`src/rtl/flt_sched_pkg.sv`:
```
// flt_sched_pkg
// Shared constants for the float_unit scheduler: field widths, the float_unit
// opcode map and the opcode legality check.
package flt_sched_pkg;

    localparam int OPER_W = 4;
    localparam int DATA_W = 32;
    localparam int DST_W  = 3;

    localparam logic [OPER_W-1:0] OP_ADD = 4'd1;
    localparam logic [OPER_W-1:0] OP_SUB = 4'd2;
    localparam logic [OPER_W-1:0] OP_MUL = 4'd3;
    localparam logic [OPER_W-1:0] OP_FAB = 4'd4;
    localparam logic [OPER_W-1:0] OP_MAX = 4'd5;
    localparam logic [OPER_W-1:0] OP_MIN = 4'd6;
    localparam logic [OPER_W-1:0] OP_NEG = 4'd7;
    localparam logic [OPER_W-1:0] OP_DIV = 4'd8;
    localparam logic [OPER_W-1:0] OP_SQR = 4'd9;
    localparam logic [OPER_W-1:0] OP_SIN = 4'd10;
    localparam logic [OPER_W-1:0] OP_COS = 4'd11;

    function automatic logic is_legal_op(input logic [OPER_W-1:0] op);
        case (op)
            OP_ADD, OP_SUB, OP_MUL, OP_FAB, OP_MAX, OP_MIN,
            OP_NEG, OP_DIV, OP_SQR, OP_SIN, OP_COS: return 1'b1;
            default:                                return 1'b0;
        endcase
    endfunction

endpackage

```
`src/rtl/flt_sched_if.sv`:
```
// flt_sched_if
// Bundles the requester request/ack bus, the float_unit issue/result bus and
// the response bus of the scheduler.
//   slave  : scheduler view (requests and float_unit results in; ack, issue and
//            responses out)
//   master : requester / float_unit / environment view
// Parameters: NREQ requesters, IDW requester id width.
interface flt_sched_if
    import flt_sched_pkg::*;
#(
    parameter int NREQ = 2,
    parameter int IDW  = 1
);
    logic [NREQ-1:0]        req_vld;
    logic [NREQ*OPER_W-1:0] req_oper;
    logic [NREQ*DATA_W-1:0] req_src0;
    logic [NREQ*DATA_W-1:0] req_src1;
    logic [NREQ*DST_W-1:0]  req_dst;
    logic [NREQ-1:0]        req_ack;

    logic                   fu_vldin;
    logic [OPER_W-1:0]      fu_oper;
    logic [DATA_W-1:0]      fu_src0;
    logic [DATA_W-1:0]      fu_src1;
    logic                   fu_vldout;
    logic [DATA_W-1:0]      fu_result;

    logic                   rsp_vld;
    logic [IDW-1:0]         rsp_id;
    logic [DST_W-1:0]       rsp_dst;
    logic [DATA_W-1:0]      rsp_result;

    modport slave (
        input  req_vld, req_oper, req_src0, req_src1, req_dst,
        input  fu_vldout, fu_result,
        output req_ack,
        output fu_vldin, fu_oper, fu_src0, fu_src1,
        output rsp_vld, rsp_id, rsp_dst, rsp_result
    );

    modport master (
        output req_vld, req_oper, req_src0, req_src1, req_dst,
        output fu_vldout, fu_result,
        input  req_ack,
        input  fu_vldin, fu_oper, fu_src0, fu_src1,
        input  rsp_vld, rsp_id, rsp_dst, rsp_result
    );

endinterface

```
`src/rtl/flt_sched_tagfifo.sv`:
```
// flt_sched_tagfifo
// Synchronous FIFO holding the {requester id, dst} tag of every operation in
// flight on float_unit. Depth must be a power of two (>= 2) so the pointers
// wrap naturally; occupancy is kept as an explicit count.
// Ports:
//   clk, rst   clock, asynchronous active-high reset
//   push, din  write a tag (caller guarantees not full)
//   pop, dout  dout shows the oldest tag; pop discards it (caller guarantees
//              not empty)
//   flush      drop every stored tag; wins over push/pop in the same cycle
//   count      number of stored tags, 0..DEPTH
module flt_sched_tagfifo #(
    parameter int W     = 4,
    parameter int DEPTH = 4
) (
    input  logic                   clk,
    input  logic                   rst,
    input  logic                   push,
    input  logic [W-1:0]           din,
    input  logic                   pop,
    output logic [W-1:0]           dout,
    input  logic                   flush,
    output logic [$clog2(DEPTH):0] count
);

    localparam int AW = (DEPTH > 1) ? $clog2(DEPTH) : 1;
    localparam int CW = $clog2(DEPTH) + 1;

    logic [W-1:0]  mem [DEPTH];
    logic [AW-1:0] wptr;
    logic [AW-1:0] rptr;

    always_ff @(posedge clk or posedge rst) begin
        if (rst) begin
            wptr  <= '0;
            rptr  <= '0;
            count <= '0;
        end else if (flush) begin
            wptr  <= '0;
            rptr  <= '0;
            count <= '0;
        end else begin
            if (push) wptr <= wptr + 1'b1;
            if (pop)  rptr <= rptr + 1'b1;
            count <= count + CW'(push) - CW'(pop);
        end
    end

    // Storage carries no reset; entries are only read once the count covers them.
    always_ff @(posedge clk) begin
        if (push) mem[wptr] <= din;
    end

    assign dout = mem[rptr];

endmodule

```
`src/rtl/flt_scheduler.sv`:
```
// flt_scheduler
// Shares one float_unit between NREQ command sources. A round-robin arbiter
// grants one requester per cycle while credits remain, legal operations are
// issued to float_unit one cycle after the grant, and results (returned in
// issue order) are routed back to their owner through a tag FIFO.
// Ports:
//   clk, rst      clock, asynchronous active-high reset
//   bus           flt_sched_if.slave: requests/ack, float_unit issue/result,
//                 responses
//   err_clr       synchronous clear of the sticky error flags (set wins)
//   outstanding   operations in flight
//   err_badop     sticky: request with illegal opcode dropped
//   err_orphan    sticky: float_unit result with no operation in flight
//   err_timeout   sticky: watchdog flushed the in-flight operations
// Build option: define FLT_SCHED_WATCHDOG_EN to build the watchdog; without
// it err_timeout is tied low and TIMEOUT is ignored.
module flt_scheduler
    import flt_sched_pkg::*;
#(
    parameter int NREQ    = 2,
    parameter int DEPTH   = 4,
    parameter int IDW     = (NREQ > 1) ? $clog2(NREQ) : 1,
    parameter int TIMEOUT = 255
) (
    input  logic                   clk,
    input  logic                   rst,
    flt_sched_if.slave             bus,
    input  logic                   err_clr,
    output logic [$clog2(DEPTH):0] outstanding,
    output logic                   err_badop,
    output logic                   err_orphan,
    output logic                   err_timeout
);

    localparam int CW = $clog2(DEPTH) + 1;
    localparam int TW = IDW + DST_W;

    logic [IDW-1:0]    last_grant;
    logic [IDW-1:0]    cand;
    logic [IDW-1:0]    gnt_idx;
    logic              gnt_any;
    logic              credit_ok;
    logic [OPER_W-1:0] gnt_oper;
    logic [DATA_W-1:0] gnt_src0;
    logic [DATA_W-1:0] gnt_src1;
    logic [DST_W-1:0]  gnt_dst;
    logic              gnt_legal;
    logic              issue;
    logic              pop;
    logic              orphan;
    logic              flush;
    logic [TW-1:0]     tag_head;

    // Credits come from the registered count, so a pop cannot release a grant
    // in its own cycle.
    assign credit_ok = !rst && (outstanding < CW'(DEPTH));

    // Round-robin: search starts one past the last winner and wraps.
    always_comb begin
        gnt_any = 1'b0;
        gnt_idx = '0;
        cand    = '0;
        for (int k = 1; k <= NREQ; k++) begin
            cand = IDW'((int'(last_grant) + k) % NREQ);
            if (credit_ok && !gnt_any && bus.req_vld[cand]) begin
                gnt_any = 1'b1;
                gnt_idx = cand;
            end
        end
    end

    assign bus.req_ack = gnt_any ? (NREQ'(1) << gnt_idx) : '0;

    assign gnt_oper  = bus.req_oper[gnt_idx*OPER_W +: OPER_W];
    assign gnt_src0  = bus.req_src0[gnt_idx*DATA_W +: DATA_W];
    assign gnt_src1  = bus.req_src1[gnt_idx*DATA_W +: DATA_W];
    assign gnt_dst   = bus.req_dst[gnt_idx*DST_W +: DST_W];
    assign gnt_legal = is_legal_op(gnt_oper);
    assign issue     = gnt_any && gnt_legal;

    assign pop    = bus.fu_vldout && (outstanding != '0);
    assign orphan = bus.fu_vldout && (outstanding == '0);

    flt_sched_tagfifo #(
        .W     (TW),
        .DEPTH (DEPTH)
    ) u_tagfifo (
        .clk   (clk),
        .rst   (rst),
        .push  (issue),
        .din   ({gnt_idx, gnt_dst}),
        .pop   (pop),
        .dout  (tag_head),
        .flush (flush),
        .count (outstanding)
    );

    always_ff @(posedge clk or posedge rst) begin
        if (rst) begin
            last_grant     <= IDW'(NREQ - 1);
            bus.fu_vldin   <= 1'b0;
            bus.fu_oper    <= '0;
            bus.fu_src0    <= '0;
            bus.fu_src1    <= '0;
            bus.rsp_vld    <= 1'b0;
            bus.rsp_id     <= '0;
            bus.rsp_dst    <= '0;
            bus.rsp_result <= '0;
            err_badop      <= 1'b0;
            err_orphan     <= 1'b0;
        end else begin
            if (gnt_any) last_grant <= gnt_idx;

            bus.fu_vldin <= issue;
            if (issue) begin
                bus.fu_oper <= gnt_oper;
                bus.fu_src0 <= gnt_src0;
                bus.fu_src1 <= gnt_src1;
            end

            bus.rsp_vld <= pop;
            if (pop) begin
                bus.rsp_id     <= tag_head[TW-1 -: IDW];
                bus.rsp_dst    <= tag_head[DST_W-1:0];
                bus.rsp_result <= bus.fu_result;
            end

            err_badop  <= (gnt_any && !gnt_legal) || (err_badop && !err_clr);
            err_orphan <= orphan || (err_orphan && !err_clr);
        end
    end

`ifdef FLT_SCHED_WATCHDOG_EN
    localparam logic [15:0] WD_LAST = 16'(TIMEOUT - 1);

    logic [15:0] wd_cnt;
    logic        wd_fire;

    // wd_cnt counts earlier consecutive cycles with work in flight and no
    // result; the TIMEOUT-th such cycle fires.
    assign wd_fire = (outstanding != '0) && !bus.fu_vldout && (wd_cnt == WD_LAST);
    assign flush   = wd_fire;

    always_ff @(posedge clk or posedge rst) begin
        if (rst) begin
            wd_cnt      <= '0;
            err_timeout <= 1'b0;
        end else begin
            if (bus.fu_vldout || wd_fire || (outstanding == '0))
                wd_cnt <= '0;
            else
                wd_cnt <= wd_cnt + 16'd1;
            err_timeout <= wd_fire || (err_timeout && !err_clr);
        end
    end
`else
    logic unused_cfg;
    assign unused_cfg  = ^32'(TIMEOUT);
    assign flush       = 1'b0;
    assign err_timeout = 1'b0;
`endif

endmodule

```
`src/flat_wrapper.sv`:
```
// flat-port wrapper written by rule: the top's interface ports become plain ports
module flt_scheduler_flat import flt_sched_pkg::*;
#(
    parameter int NREQ    = 2,
    parameter int DEPTH   = 4,
    parameter int IDW     = (NREQ > 1) ? $clog2(NREQ) : 1,
    parameter int TIMEOUT = 255
)
  (clk, rst, err_clr, outstanding, err_badop, err_orphan, err_timeout, bus_req_vld, bus_req_oper, bus_req_src0, bus_req_src1, bus_req_dst, bus_fu_vldout, bus_fu_result, bus_req_ack, bus_fu_vldin, bus_fu_oper, bus_fu_src0, bus_fu_src1, bus_rsp_vld, bus_rsp_id, bus_rsp_dst, bus_rsp_result);
  flt_sched_if #(.NREQ(NREQ), .IDW(IDW)) bus_i ();
  input  logic clk;
  input  logic rst;
  input  logic err_clr;
  output logic [$clog2(DEPTH):0] outstanding;
  output logic err_badop;
  output logic err_orphan;
  output logic err_timeout;
  input wire logic [$bits(bus_i.req_vld)-1:0] bus_req_vld;
  input wire logic [$bits(bus_i.req_oper)-1:0] bus_req_oper;
  input wire logic [$bits(bus_i.req_src0)-1:0] bus_req_src0;
  input wire logic [$bits(bus_i.req_src1)-1:0] bus_req_src1;
  input wire logic [$bits(bus_i.req_dst)-1:0] bus_req_dst;
  input wire logic [$bits(bus_i.fu_vldout)-1:0] bus_fu_vldout;
  input wire logic [$bits(bus_i.fu_result)-1:0] bus_fu_result;
  output wire logic [$bits(bus_i.req_ack)-1:0] bus_req_ack;
  output wire logic [$bits(bus_i.fu_vldin)-1:0] bus_fu_vldin;
  output wire logic [$bits(bus_i.fu_oper)-1:0] bus_fu_oper;
  output wire logic [$bits(bus_i.fu_src0)-1:0] bus_fu_src0;
  output wire logic [$bits(bus_i.fu_src1)-1:0] bus_fu_src1;
  output wire logic [$bits(bus_i.rsp_vld)-1:0] bus_rsp_vld;
  output wire logic [$bits(bus_i.rsp_id)-1:0] bus_rsp_id;
  output wire logic [$bits(bus_i.rsp_dst)-1:0] bus_rsp_dst;
  output wire logic [$bits(bus_i.rsp_result)-1:0] bus_rsp_result;
  assign bus_i.req_vld = bus_req_vld;
  assign bus_i.req_oper = bus_req_oper;
  assign bus_i.req_src0 = bus_req_src0;
  assign bus_i.req_src1 = bus_req_src1;
  assign bus_i.req_dst = bus_req_dst;
  assign bus_i.fu_vldout = bus_fu_vldout;
  assign bus_i.fu_result = bus_fu_result;
  assign bus_req_ack = bus_i.req_ack;
  assign bus_fu_vldin = bus_i.fu_vldin;
  assign bus_fu_oper = bus_i.fu_oper;
  assign bus_fu_src0 = bus_i.fu_src0;
  assign bus_fu_src1 = bus_i.fu_src1;
  assign bus_rsp_vld = bus_i.rsp_vld;
  assign bus_rsp_id = bus_i.rsp_id;
  assign bus_rsp_dst = bus_i.rsp_dst;
  assign bus_rsp_result = bus_i.rsp_result;
  flt_scheduler #(.NREQ(NREQ), .DEPTH(DEPTH), .IDW(IDW), .TIMEOUT(TIMEOUT)) u_core (.clk(clk), .rst(rst), .bus(bus_i), .err_clr(err_clr), .outstanding(outstanding), .err_badop(err_badop), .err_orphan(err_orphan), .err_timeout(err_timeout));
endmodule
```
`config.mk`:
```
export PLATFORM = sky130hd
export DESIGN_NAME = flt_scheduler_flat
export DESIGN_NICKNAME = d
export VERILOG_FILES = /design/src/rtl/flt_sched_pkg.sv /design/src/rtl/flt_sched_if.sv /design/src/rtl/flt_sched_tagfifo.sv /design/src/rtl/flt_scheduler.sv /design/src/flat_wrapper.sv
export SDC_FILE = /design/constraint.sdc
export NUM_CORES = 1
export LEC_CHECK = 0
export BUFFER_PORTS_ARGS = -buffer_cell sky130_fd_sc_hd__buf_2
export CORE_AREA = 2 2 129 131
export DETAILED_ROUTE_END_ITERATION = 7
export DIE_AREA = 0 0 131 133
export GPL_ROUTABILITY_DRIVEN = 0
export PLACE_DENSITY = 0.69
export SYNTH_ARGS = -nofsm -noshare
export SYNTH_HDL_FRONTEND = slang
export SYNTH_SLANG_ARGS = --single-unit
```
`constraint.sdc`:
```
create_clock -name clk -period 3.95 [get_ports clk]
set_input_delay 0.1975 -clock clk [delete_from_list [all_inputs] [get_ports clk]]
set_output_delay 0.1975 -clock clk [all_outputs]
set_load 0.005 [all_outputs]
```
Yosys cells after proc, flatten, opt, wreduce, memory -nomap -nowiden
Memory sizes are Yosys's and may differ from the RTL's. A register that Yosys moved wholly into a read port is not among the register bits.
Cells that the tools add are included.
{ "word_totals": {"n_memories": 2, "romBits": 16, "regBits": 112, "ram_bits": 16, "inputBits": 180} }
{ "op_classes": {"addsub": 6, "reduce_logical": 18, "shift": 5, "muxes": 11, "magnitude_cmp": 3, "multipliers": 1} }
{ "mem_list": {"columns": ["name", "words", "word_bits", "rd", "rd_ports_with_merged_regs", "write_ports", "line", "rtl"], "rows": [
  ["(name not given)", 16, 1, 1, 0, 0, "flt_sched_pkg.sv:23", "case (op)"],
  ["u_core.u_tagfifo.mem", 4, 4, 1, 1, 1, "flt_sched_tagfifo.sv:29", "logic [W-1:0] mem [DEPTH];"]
]} }
{ "ops": {"columns": ["op", "count"], "rows": [
  ["$shiftx 64x7->32", 2],
  ["$logic_and 1x1->1", 10],
  ["$mux 1", 10],
  ["$shiftx 8x4->4", 1],
  ["$shiftx 6x4->3", 1],
  ["$add 2x1->2 const B", 2],
  ["$logic_not 1->1", 4],
  ["$lt 1x2->1 const B", 2],
  ["$add 3x1->3", 1],
  ["$logic_not 3->1", 1],
  ["$lt 3x3->1 const B", 1],
  ["$mul 1x2->3 const B", 1],
  ["$reduce_bool 3->1", 1],
  ["$sub 3x1->3", 1],
  ["$add 1x1->1 const B", 2],
  ["$logic_or 1x1->1", 2],
  ["$mux 2", 1],
  ["$shl 1x1->2 const A", 1]
]} }

Logic depth before layout (Yosys ltp)
Gate-level depths: netlist of the first run.
An unclocked memory read counts as a cell.
{ "logic_depth": {"ltp_word": 14, "depth_mapped": 12, "depth_no_buf": 10} }

Modules after synthesis
A second synthesis of the first run with hierarchy kept.
{ "hier_totals": {"cells_unflattened": 410, "area_unflattened_um2": 6188.4} }
{ "by_module_without_submodules": {"columns": ["mod", "area_each_um2", "cells_each", "seq_area_each_um2", "instances"], "rows": [
  ["flt_scheduler", 5191.2, 352, 2728.9, 1],
  ["flt_sched_tagfifo", 997.2, 58, 655.6, 1]
]} }

Worst setup path before layout of the first run
No wires, ideal clock.
{ "synth_timing": {"kind": "reg-to-reg", "start": "reg u_core.u_tagfifo.count[2]", "end": "reg u_core.u_tagfifo.count[2]", "arrival_ps": 2629, "path_stages_with_launch": 13, "required_ps": 3827, "slack_ps": 1199, "setup_ps": 123, "cell_sequence": "dfrtp_1 > a211oi_4 > nand4_2 > a21oi_2 > buf_6 > buf_6 > inv_1 > ha_1 > inv_1 > ha_1 > fa_1 > xnor2_1 > xnor2_1"} }
{ "synth_between": {"elab_chain_cells": 13, "elab_cells_between_ends": 17, "cone_classes": "add/sub: 2; order compare: 1; shift: 1; mux: 4; reduce/logical: 8; memory: 1"} }
{ "synth_rtl": {"columns": ["element", "line", "rtl"], "rows": [
  ["from (decl)", "flt_sched_tagfifo.sv:23", "output logic [$clog2(DEPTH):0] count"],
  ["from (signal assigned)", "flt_sched_tagfifo.sv:45", "count <= count + CW'(push) - CW'(pop);"],
  ["$lt 3x3->1 *", "flt_scheduler.sv:56", "assign credit_ok = !rst && (outstanding < CW'(DEPTH));"],
  ["$logic_and 1x1->1 *", "flt_scheduler.sv:56", null],
  ["$logic_and 1x1->1", "flt_scheduler.sv:65", "if (credit_ok && !gnt_any && bus.req_vld[cand]) begin"],
  ["$mux 1", "flt_scheduler.sv:65", null],
  ["$logic_not 1->1", "flt_scheduler.sv:65", null],
  ["$logic_and 1x1->1 (2 in a row)", "flt_scheduler.sv:65", null],
  ["$mux 1", "flt_scheduler.sv:65", null],
  ["$shiftx 8x4->4", "flt_scheduler.sv:74", "assign gnt_oper = bus.req_oper[gnt_idx*OPER_W +: OPER_W];"],
  ["$mem_v2 16x1", null, null],
  ["$logic_and 1x1->1 *", "flt_scheduler.sv:79", "assign issue = gnt_any && gnt_legal;"],
  ["via u_core.issue", "flt_scheduler.sv:48", "logic issue;"],
  ["$add 3x1->3 *", "flt_sched_tagfifo.sv:45", null],
  ["$sub 3x1->3 *", "flt_sched_tagfifo.sv:45", null]
]} }
The timed path passes the listed nets; every way through them passes the cells marked *.
A chain may end at the register's enable or synchronous reset.

Worst setup path in the final report of the first run
{ "layout_timing": {"start": "reg u_core.u_tagfifo.count[2]", "end": "reg u_core.u_tagfifo.count[2]"} }
{ "layout_between": {"elab_chain_cells": 13, "elab_cells_between_ends": 17, "cone_classes": "add/sub: 2; order compare: 1; shift: 1; mux: 4; reduce/logical: 8; memory: 1"} }
{ "layout_rtl": {"columns": ["element", "line"], "rows": [
  ["$lt 3x3->1", "flt_scheduler.sv:56"],
  ["$logic_and 1x1->1", "flt_scheduler.sv:56"],
  ["$logic_and 1x1->1", "flt_scheduler.sv:65"],
  ["$mux 1", "flt_scheduler.sv:65"],
  ["$logic_not 1->1", "flt_scheduler.sv:65"],
  ["$logic_and 1x1->1 (2 in a row)", "flt_scheduler.sv:65"],
  ["$mux 1", "flt_scheduler.sv:65"],
  ["$shiftx 8x4->4", "flt_scheduler.sv:74"],
  ["$mem_v2 16x1", null],
  ["$logic_and 1x1->1", "flt_scheduler.sv:79"],
  ["$add 3x1->3", "flt_sched_tagfifo.sv:45"],
  ["$sub 3x1->3 *", "flt_sched_tagfifo.sv:45"]
]} }
Every way passes the cells marked *; elsewhere a longest branch is shown, timed or not.

==> results of run 1 <==
[kinds of logic (layout without fill, tap and decap cells)]
logic type | count (synthesis) | after routing
AND/OR/NAND/NOR | 132 | 132
XOR/XNOR | 5 | 5
flip-flops | 132 | 132
other | 1 | 1
multiplexers | 141 | 141
buffers and inverters | 39 | 374
AO/OA/AOI/OAI | 16 | 16
adder cells (fa/ha/maj) | 7 | 7
[cells in the final DEF, fill, tap and decap left out, types with 2 or more instances in the layout]
cell type / count
and2_1: 4
edfxtp_1: 16
mux2_2: 84
clkbuf_16: 17
xnor2_1: 5
mux2_4: 53
clkbuf_8: 5
a21oi_1: 2
clkbuf_1: 3
ha_1: 6
inv_1: 11
nor3_1: 3
nor2_1: 5
mux4_2: 4
buf_2: 292
a221o_1: 2
dfrtp_1: 115
buf_4: 7
nand2_1: 112
bufinv_16: 2
dlygate4sd3_1: 33
nand2b_1: 2
a211oi_1: 2
[synth_stat cells (3+ instances only)]
| master | number |
|---|---|
| dfrtp_1 | 115 |
| nand2_1 | 112 |
| mux2_2 | 84 |
| mux2_4 | 53 |
| edfxtp_1 | 16 |
| inv_1 | 12 |
| buf_2 | 10 |
| clkbuf_1 | 6 |
| ha_1 | 6 |
| buf_12 | 5 |
| nor2_1 | 5 |
| xnor2_1 | 5 |
| and2_1 | 4 |
| mux4_2 | 4 |
| nor3_1 | 3 |
[flip-flops by register name, indices dropped and copies added, names as in the netlist, 3 cells and up]
name	count
u_core.u_tagfifo.count	3
u_core.bus.fu_src0	32
u_core.bus.rsp_result	32
u_core.bus.fu_src1	32
u_core.bus.fu_oper	4
u_core.bus.rsp_dst	3
u_core.u_tagfifo.mem	16
[routing by layer]
layer,vias to the layer above,wire [um],global-route usage (%)
met1,2145,6830,22.7
met5,-,0,0
met4,0,140,5.26
met3,13,1240,6.71
li1,2266,-,-
met2,182,7490,30.1
[worst min path at each step]
stage                                  from  slack, ns  cells after the start                                    end
after detailed placement  bus_fu_result[31]       0.39                      3  u_core.bus.rsp_result[31]$_DFFE_PP0P_
after floorplan                     err_clr       0.30                      1             u_core.err_badop$_DFF_PP0_
final                     bus_fu_result[23]       0.04                      3  u_core.bus.rsp_result[23]$_DFFE_PP0P_
after global placement    bus_fu_result[31]       0.39                      3  u_core.bus.rsp_result[31]$_DFFE_PP0P_
after CTS                 bus_fu_result[18]       0.02                      3  u_core.bus.rsp_result[18]$_DFFE_PP0P_
after global routing      bus_fu_result[18]       0.03                      3  u_core.bus.rsp_result[18]$_DFFE_PP0P_
[worst reg2reg max path, delay by kind of cell, from the launching register on]
family                     cells  cell delay [ns]
DFF                            1             0.46
buffers and inverters          2             0.09
xor gates and xnor gates       2             0.28
adders and majority gates      3             0.81
and+or+nand+nor                1             0.21
AOI/OAI and AO/OA              2             0.63
[through the flow]
stage	power, W	util (%)	hold WS (ns)	setup slack (ns)	cells
floorplan	0.00347	-	0.296	0.682	473
global placement	0.00424	48.8	0.390	1.38	966
detailed placement	0.00430	48.8	0.390	1.34	966
CTS	0.00590	54.4	0.0240	1.33	1028
global route	0.00621	54.4	0.0329	1.11	1028
finish	0.00582	54.4	0.0433	1.34	1028
[area by class of cell]
class | instances | area share (%)
timing repair buffer | 332 | 21.0
clock inverter | 4 | 0.825
tap | 220 | 3.13
sequential | 132 | 38.5
multi-input combinational | 302 | 30.3
inverter | 13 | 0.583
clock buffer | 25 | 5.75
[power groups by stage]
| stage | sequential [W] | clock [W] | combinational (W) |
|---|---|---|---|
| after global routing | 0.00234 | 0.00165 | 0.00222 |
| after CTS | 0.00227 | 0.00158 | 0.00205 |
| after floorplan | 0.00229 | 0 | 0.00118 |
| after detailed placement | 0.00228 | 0 | 0.00202 |
| after global placement | 0.00226 | 0 | 0.00198 |
| final | 0.00227 | 0.00154 | 0.00201 |
==> results.json, run 1 <==
{
  "ys_top_cells_by_area": "dfrtp_1 (46%), mux2_2 (15%), mux2_4 (13%)",
  "setup_viol": 0,
  "reg2regPathDepth": 10,
  "multi_input_area_um2": 2660,
  "synth_simple_gate_area_share_pct": 8.72,
  "swShare_pct": 28.9,
  "finalClockSkew_ns": 0.00577,
  "yosysWarnings": 0,
  "layout.nets": 985,
  "critPathCaptureType": "register",
  "yosysUniqueCellTypes": 42,
  "track_usage_pct": 18.4,
  "synthMuxAreaShare_pct": 29.1,
  "p_per_area_nw_per_um2": 662,
  "p_int_w": 0.00414,
  "period_needed_ns": 2.61,
  "antenna_left": 0,
  "fp-row-count": 47,
  "synth_compound_area_share_pct": 2.05,
  "clk_pin_slew_worst_paths_ns": 0.05,
  "dr_total_vias": 4606,
  "critPathRequiredTime_ns": 4.24,
  "initial_core_util_pct": 38.9,
  "synth_top_cell_by_area": "dfrtp_1",
  "seqPwrFrac_pct": 39.0,
  "slew_viol_final": 0,
  "fp.dieW_um": 131,
  "setup.worst_path.end": "u_core.u_tagfifo.count[2]$_DFF_PP0_",
  "cp.depth": 10,
  "period_share_pct": 66.0,
  "rsz0062_at_grt": "no",
  "fmax_mhz": 383,
  "status": "finished, final reports clean",
  "synth_top_family_by_area": "multiplexers",
  "dpl_cell_area_um2": 7890,
  "drt-vias-per-instance": 4.48,
  "cts_tree": "yes",
  "post_drt_wl_per_cell_um": 15.3,
  "antenna_found_initial": 0,
  "worst_pin_slew_ns": 0.763,
  "post-cts-setup-buffer-count": 0,
  "peakVddDrop_uv": 301,
  "root_buffer": "clkbuf_16",
  "synth-seq-cells": 132,
  "synth_xor_area_share_pct": 0.696,
  "ctsHoldBuffers": 33,
  "path_delay_family": "adder cells",
  "synth-main-ff-cell": "dfrtp_1",
  "area_growth_pct": 39.7,
  "portBuffers": 292,
  "drt-initial-drc-count": 156,
  "numClockSinks": 132,
  "drive_gt1_share_pct": 58.5,
  "p_sw_w": 0.00168,
  "worst-setup-path-type": "register to register",
  "pwr-share-clk_pct": 26.4,
  "dieArea_um2": 17400,
  "overflow": 0,
  "worstPathArrival_ns": 2.90,
  "crit_path_top_delay_cell": "dfrtp_1",
  "path_buf_inv": 2,
  "syn_inst": 473,
  "netlist_area_um2": 6300,
  "drcViolationCount": 0,
  "crit_fanout": 7,
  "clockBufferDepth": 2,
  "worst-r2r-setup-slack_ns": 1.34,
  "synth_edf_count": 16,
  "crit_chain": "a211oi_4, nand4_2, a21oi_4, inv_1, ha_1, inv_1, ha_1, fa_1, xnor2_1, xnor2_1",
  "relSlewSlack_pct": 49.2,
  "grt_first_pass_wirelength_um": 24400,
  "combPwrFrac_pct": 34.6,
  "htree_levels": 4,
  "worstReg2RegEnd": "u_core.u_tagfifo.count[2]$_DFF_PP0_",
  "ys_async_sr_fraction_pct": 87.9,
  "grt_pass1_vias": 4794,
  "cts_buffers": 17,
  "max_stage_delay_ns": 0.46,
  "clkLatencyLatePin_ns": 0.41,
  "core_um2": 16200,
  "final.setup.tns_ns": 0,
  "syn_area_per_cell_um2": 13.3,
  "start_kind": "register",
  "holdCritPathClass": "primary input to register",
  "cap_violations": 0,
  "design_area_um2": 8790,
  "antennaDiodeCount": 0,
  "boundaryPins": 294,
  "nFillCells": 1399,
  "dp_hpwl_um": 11300,
  "synth_fp_nets": 660,
  "drt-total-wl_um": 15700,
  "total_leakage_power_nw": 4.44,
  "synthDominantCellAreaShare_pct": 45.7,
  "rr_startpoint": "u_core.u_tagfifo.count[2]$_DFF_PP0_",
  "die_h_um": 133,
  "crit_start": "u_core.u_tagfifo.count[2]$_DFF_PP0_",
  "register_area_um2": 3380,
  "hold_violations": 0,
  "synth_fa_ha_area_share_pct": 1.51,
  "grt_max_degree": 62,
  "seq_area_frac_synth_pct": 53.8,
  "dr.pass1.iters": 4,
  "cts_resized": 0
}
Power figures use the tool's default switching activity.
==> run 2: changes to the inputs <==
- clock period: 3.95 -> 2.5 ns (I/O delays scaled with it)
==> results.json, run 2 (synthesized netlist as in run 1, its figures left out) <==
{
  "start_kind": "register",
  "setup_viol": 0,
  "portBuffers": 292,
  "path_delay_family": "adder cells",
  "total_leakage_power_nw": 4.50,
  "hold_violations": 0,
  "final.setup.tns_ns": 0,
  "clkLatencyLatePin_ns": 0.41,
  "critPathCaptureType": "register",
  "period_share_pct": 95.4,
  "fp.dieW_um": 131,
  "post-place-ws_ns": 0.0543,
  "critical_path.most_common_cell": "ha_4",
  "worst_slack_ns": 0.114,
  "finalClockSkew_ns": 0.00751,
  "initial_core_util_pct": 38.9,
  "final_common_cell": "buf_2",
  "period_needed_ns": 2.39,
  "crit_fanout": 4,
  "overflow": 0,
  "reg_top3": "u_core.bus.fu_src0: 32 flops, u_core.bus.fu_src1: 32 flops, u_core.bus.rsp_result: 32 flops",
  "boundaryPins": 294,
  "dp_hpwl_um": 10900,
  "seqPwrFrac_pct": 38.0,
  "nFillCells": 1362,
  "cts_buffers": 17,
  "swShare_pct": 29.3,
  "pwr-share-clk_pct": 27.2,
  "finalPower_w": 0.00942,
  "antenna_found_initial": 1,
  "antenna_left": 0,
  "dieArea_um2": 17400,
  "rsz0062_at_grt": "no",
  "dr.pass1.iters": 4,
  "drive_gt1_share_pct": 60.1,
  "dr_total_vias": 4693,
  "cap_violations": 0,
  "fp-row-count": 47,
  "fmax_mhz": 419,
  "grt_pass1_vias": 4864,
  "area_growth_pct": 42.8,
  "grt_max_degree": 71,
  "combPwrFrac_pct": 34.8,
  "crit_path_top_delay_cell": "dfstp_2",
  "p_sw_w": 0.00276,
  "htree_levels": 4,
  "track_usage_pct": 17.7,
  "layout.nets": 993,
  "p_per_area_nw_per_um2": 1050,
  "clk_pin_slew_worst_paths_ns": 0.06,
  "antennaDiodeCount": 0,
  "drt-total-wl_um": 15400,
  "critPathRequiredTime_ns": 2.79,
  "worst-r2r-setup-slack_ns": 0.11,
  "drt-vias-per-instance": 4.52,
  "worst_pin_slew_ns": 0.597,
  "worstPathArrival_ns": 2.68,
  "drcViolationCount": 0,
  "core_um2": 16200,
  "worst_hold_slack_ns": 0.0458,
  "max_stage_delay_ns": 0.55,
  "post_drt_wl_per_cell_um": 14.9,
  "worst-setup-path-type": "register to register",
  "numClockSinks": 132,
  "relSlewSlack_pct": 60.2,
  "cts_tree": "yes",
  "path_buf_inv": 2,
  "crit_chain": "a211oi_4, a221o_1, a21oi_4, inv_4, ha_4, inv_2, ha_4, fa_2, xnor2_2, xnor2_1",
  "die_h_um": 133,
  "root_buffer": "clkbuf_16",
  "slew_viol_final": 0,
  "holdCritPathClass": "primary input to register",
  "p_int_w": 0.00667,
  "clockBufferDepth": 2,
  "status": "finished, final reports clean",
  "final_cell_mix": "buf_2 (292), dfrtp_1 (114), nand2_1 (112), mux2_2 (84), mux2_4 (53)",
  "grt_first_pass_wirelength_um": 23900,
  "drt-initial-drc-count": 135,
  "peakVddDrop_uv": 560
}
-- run 2: path summary, 6_finish.rpt --
kind / to / from / depth (start not counted)
max in group asynchronous: u_core.bus.fu_src0[12]$_DFFE_PP0P_ / rst / 4
hold / removal: u_core.u_tagfifo.mem[2][0]$_DFFE_PP_ / bus_req_dst[3] / 3
hold reg to reg: u_core.bus.rsp_result[30]$_DFFE_PP0P_ / u_core.bus.rsp_result[30]$_DFFE_PP0P_ / 2
setup / recovery: u_core.u_tagfifo.count[2]$_DFF_PP0_ / u_core.last_grant$_DFFE_PP1N_ / 10
min in group asynchronous: u_core.u_tagfifo.count[1]$_DFF_PP0_ / rst / 4
setup reg to reg: u_core.u_tagfifo.count[2]$_DFF_PP0_ / u_core.last_grant$_DFFE_PP1N_ / 10
-- run 2: power by group through the flow --
| stage | registers (W) | logic, W | clock network (W) |
|---|---|---|---|
| detailed placement | 0.00359 | 0.00328 | 0 |
| CTS | 0.00359 | 0.00332 | 0.00263 |
| global route | 0.00371 | 0.00362 | 0.00273 |
| global placement | 0.00358 | 0.00322 | 0 |
| finish | 0.00358 | 0.00328 | 0.00257 |
| floorplan | 0.00363 | 0.00191 | 0 |
-- run 2: tightest hold or removal path, stage by stage --
cell and delay, ns:
buf_2 0.07, nand2_1 0.04, nand2_1 0.09
-- run 2: timing repair --
item	4_1_cts	5_1_grt
endpoints found under the hold margin	117	0
endpoints found under the setup margin	0	1
gates resized for setup	0	2
hold buffers	35	0
buffers inserted	0	1
-- run 2: layer usage --
layer	routed length (um)	GRT usage, %	vias to the layer above
met1	6520	21.0	2203
met4	259	5.97	2
met3	1090	4.93	22
met2	7560	30.7	184
li1	-	-	2282
met5	13	0	-
-- run 2: area by class of cell --
cell class | instances | area, um^2 | area share [%]
flip-flops and latches | 132 | 3390 | 37.7
multi-input cells | 302 | 2700 | 30.1
repair buffers | 340 | 1950 | 21.7
clock buffers | 22 | 505 | 5.62
well taps | 220 | 275 | 3.06
clock inverters | 9 | 116 | 1.29
inverters | 13 | 58.8 | 0.654
-- run 2: stage by stage --
| step | util (%) | instances | area [um^2] |
|---|---|---|---|
| after floorplan | - | 473 | 6340 |
| after global placement | 49.5 | 971 | 8000 |
| after detailed placement | 49.5 | 971 | 8000 |
| after CTS | 55.5 | 1037 | 8970 |
| after global routing | 55.6 | 1038 | 8990 |
| final | 55.6 | 1038 | 8990 |
==> run 3: changes to the inputs <==
- HOLD_SLACK_MARGIN: not set -> 0.15
==> results.json, run 3 (synthesized netlist as in run 1, its figures left out) <==
{
  "status": "finished, final reports clean",
  "dr_total_vias": 5411,
  "critPathCaptureType": "register",
  "dp_hpwl_um": 10900,
  "crit_fanout": 4,
  "critical_path.most_common_cell": "ha_4",
  "drt-total-wl_um": 18500,
  "dr.max_layer_used": "met5",
  "met1_length_um": 7120,
  "initial_core_util_pct": 38.9,
  "overflow": 0,
  "grt_max_degree": 71,
  "final_cell_mix": "buf_2 (292), dlygate4sd3_1 (177), dfrtp_1 (114), nand2_1 (112), mux2_2 (84)",
  "critPathRequiredTime_ns": 2.79,
  "worstPathArrival_ns": 2.71,
  "root_buffer": "clkbuf_16",
  "numClockSinks": 132,
  "die_h_um": 133,
  "design_area_um2": 10400,
  "wl_met3_um": 1480,
  "wl_met2_um": 9150,
  "holdCritPathClass": "primary input to register",
  "core_um2": 16200,
  "grt_pass1_vias": 5998,
  "antenna_found_initial": 2,
  "antenna_left": 0,
  "crit_path_top_delay_cell": "dfstp_2",
  "hold_violations": 0,
  "cts_buffers": 17,
  "peakVddDrop_uv": 566,
  "fmax_mhz": 413,
  "track_usage_pct": 21.5,
  "crit_chain": "a211oi_4, a221o_1, a21oi_4, inv_4, ha_4, inv_2, ha_4, fa_2, xnor2_2, xnor2_1",
  "period_needed_ns": 2.42,
  "clkLatencyLatePin_ns": 0.41,
  "dr.pass1.iters": 4,
  "drt-vias-per-instance": 4.58,
  "worst_pin_slew_ns": 0.583,
  "register_area_um2": 3390,
  "layout.nets": 1135,
  "setup_viol": 0,
  "fin_util_pct": 64.4,
  "post_drt_wl_per_cell_um": 15.7,
  "boundaryPins": 294,
  "reg_top3": "u_core.bus.fu_src0: 32 flops, u_core.bus.fu_src1: 32 flops, u_core.bus.rsp_result: 32 flops",
  "path_buf_inv": 2,
  "clockBufferDepth": 2,
  "cts_tree": "yes",
  "drive_gt1_share_pct": 51.2,
  "path_delay_family": "adder cells",
  "rsz0062_at_grt": "yes",
  "fp-row-count": 47,
  "drt-initial-drc-count": 139,
  "drcViolationCount": 0,
  "dieArea_um2": 17400,
  "multi_input_area_um2": 2700,
  "final_common_cell": "buf_2",
  "cap_violations": 0,
  "p_per_area_nw_per_um2": 934,
  "area_growth_pct": 65.3,
  "slew_viol_final": 0,
  "portBuffers": 292,
  "total_leakage_power_nw": 5.09,
  "finalClockSkew_ns": 0.00807,
  "worst-setup-path-type": "register to register",
  "grt_first_pass_wirelength_um": 29200,
  "htree_levels": 4,
  "fp.dieW_um": 131,
  "dpl_cell_area_um2": 8000,
  "clk_pin_slew_worst_paths_ns": 0.06,
  "max_stage_delay_ns": 0.55,
  "start_kind": "register",
  "relSlewSlack_pct": 61.1,
  "period_share_pct": 96.8,
  "nFillCells": 1140
}
## run 3: final timing paths
check / start / to / slack [ns] / cells past startpoint
min reg2reg: u_core.bus.rsp_result[29]$_DFFE_PP0P_ / u_core.bus.rsp_result[29]$_DFFE_PP0P_ / 0.47 / 2
max in group asynchronous: rst / u_core.bus.fu_src0[12]$_DFFE_PP0P_ / 1.56 / 4
min: bus_req_oper[2] / u_core.bus.fu_oper[2]$_DFFE_PP0P_ / 0.17 / 4
min in group asynchronous: rst / u_core.u_tagfifo.count[1]$_DFF_PP0_ / 0.44 / 4
max: u_core.last_grant$_DFFE_PP1N_ / u_core.u_tagfifo.count[2]$_DFF_PP0_ / 0.08 / 10
max reg2reg: u_core.last_grant$_DFFE_PP1N_ / u_core.u_tagfifo.count[2]$_DFF_PP0_ / 0.08 / 10
## run 3: area by class of cell
cell class | count | share of cell area, %
Sequential cell | 132 | 32.5
Tap cell | 220 | 2.64
Clock buffer | 22 | 4.86
Clock inverter | 9 | 1.12
Inverter | 13 | 0.565
Multi-Input combinational cell | 302 | 25.9
Antenna cell | 1 | 0.0240
Timing Repair Buffer | 482 | 32.4
## run 3: repair_timing
item	CTS	global route
hold endpoints to repair	229	0
hold buffers	177	0
buffers inserted	0	1
endpoints found under the setup margin	0	3
resized for setup	0	1
## run 3: worst min-delay path, delay by kind of cell
family / cells / cell delay (ns)
buffers and inverters: 1 / 0.14
AOI/OAI and AO/OA: 3 / 0.29
## run 3: routing by layer
layer | vias to the layer above | GRT usage [%]
met1 | 2541 | 23.3
met2 | 234 | 37.5
li1 | 2568 | -
met4 | 2 | 11.5
met5 | - | 0
met3 | 66 | 6.27
## run 3: report_power, final
part           total (W)  leakage (nW)  internal (W)  switching, W
clock            0.00258         0.293       0.00164      0.000943
combinational    0.00355          3.27       0.00215       0.00140
sequential       0.00360          1.53       0.00307      0.000528
## run 3: stage by stage
stage / total power (W) / setup TNS [ns] / setup slack [ns] / hold slack, ns / cells
after floorplan: 0.00554 / -0.185 / -0.177 / 0.224 / 473
after global placement: 0.00680 / 0 / 0.0903 / 0.316 / 971
after detailed placement: 0.00687 / 0 / 0.0543 / 0.320 / 971
after CTS: 0.00976 / 0 / 0.0395 / 0.155 / 1179
after global routing: 0.0103 / -0.0379 / -0.0207 / 0.232 / 1181
final: 0.00972 / 0 / 0.0795 / 0.172 / 1181
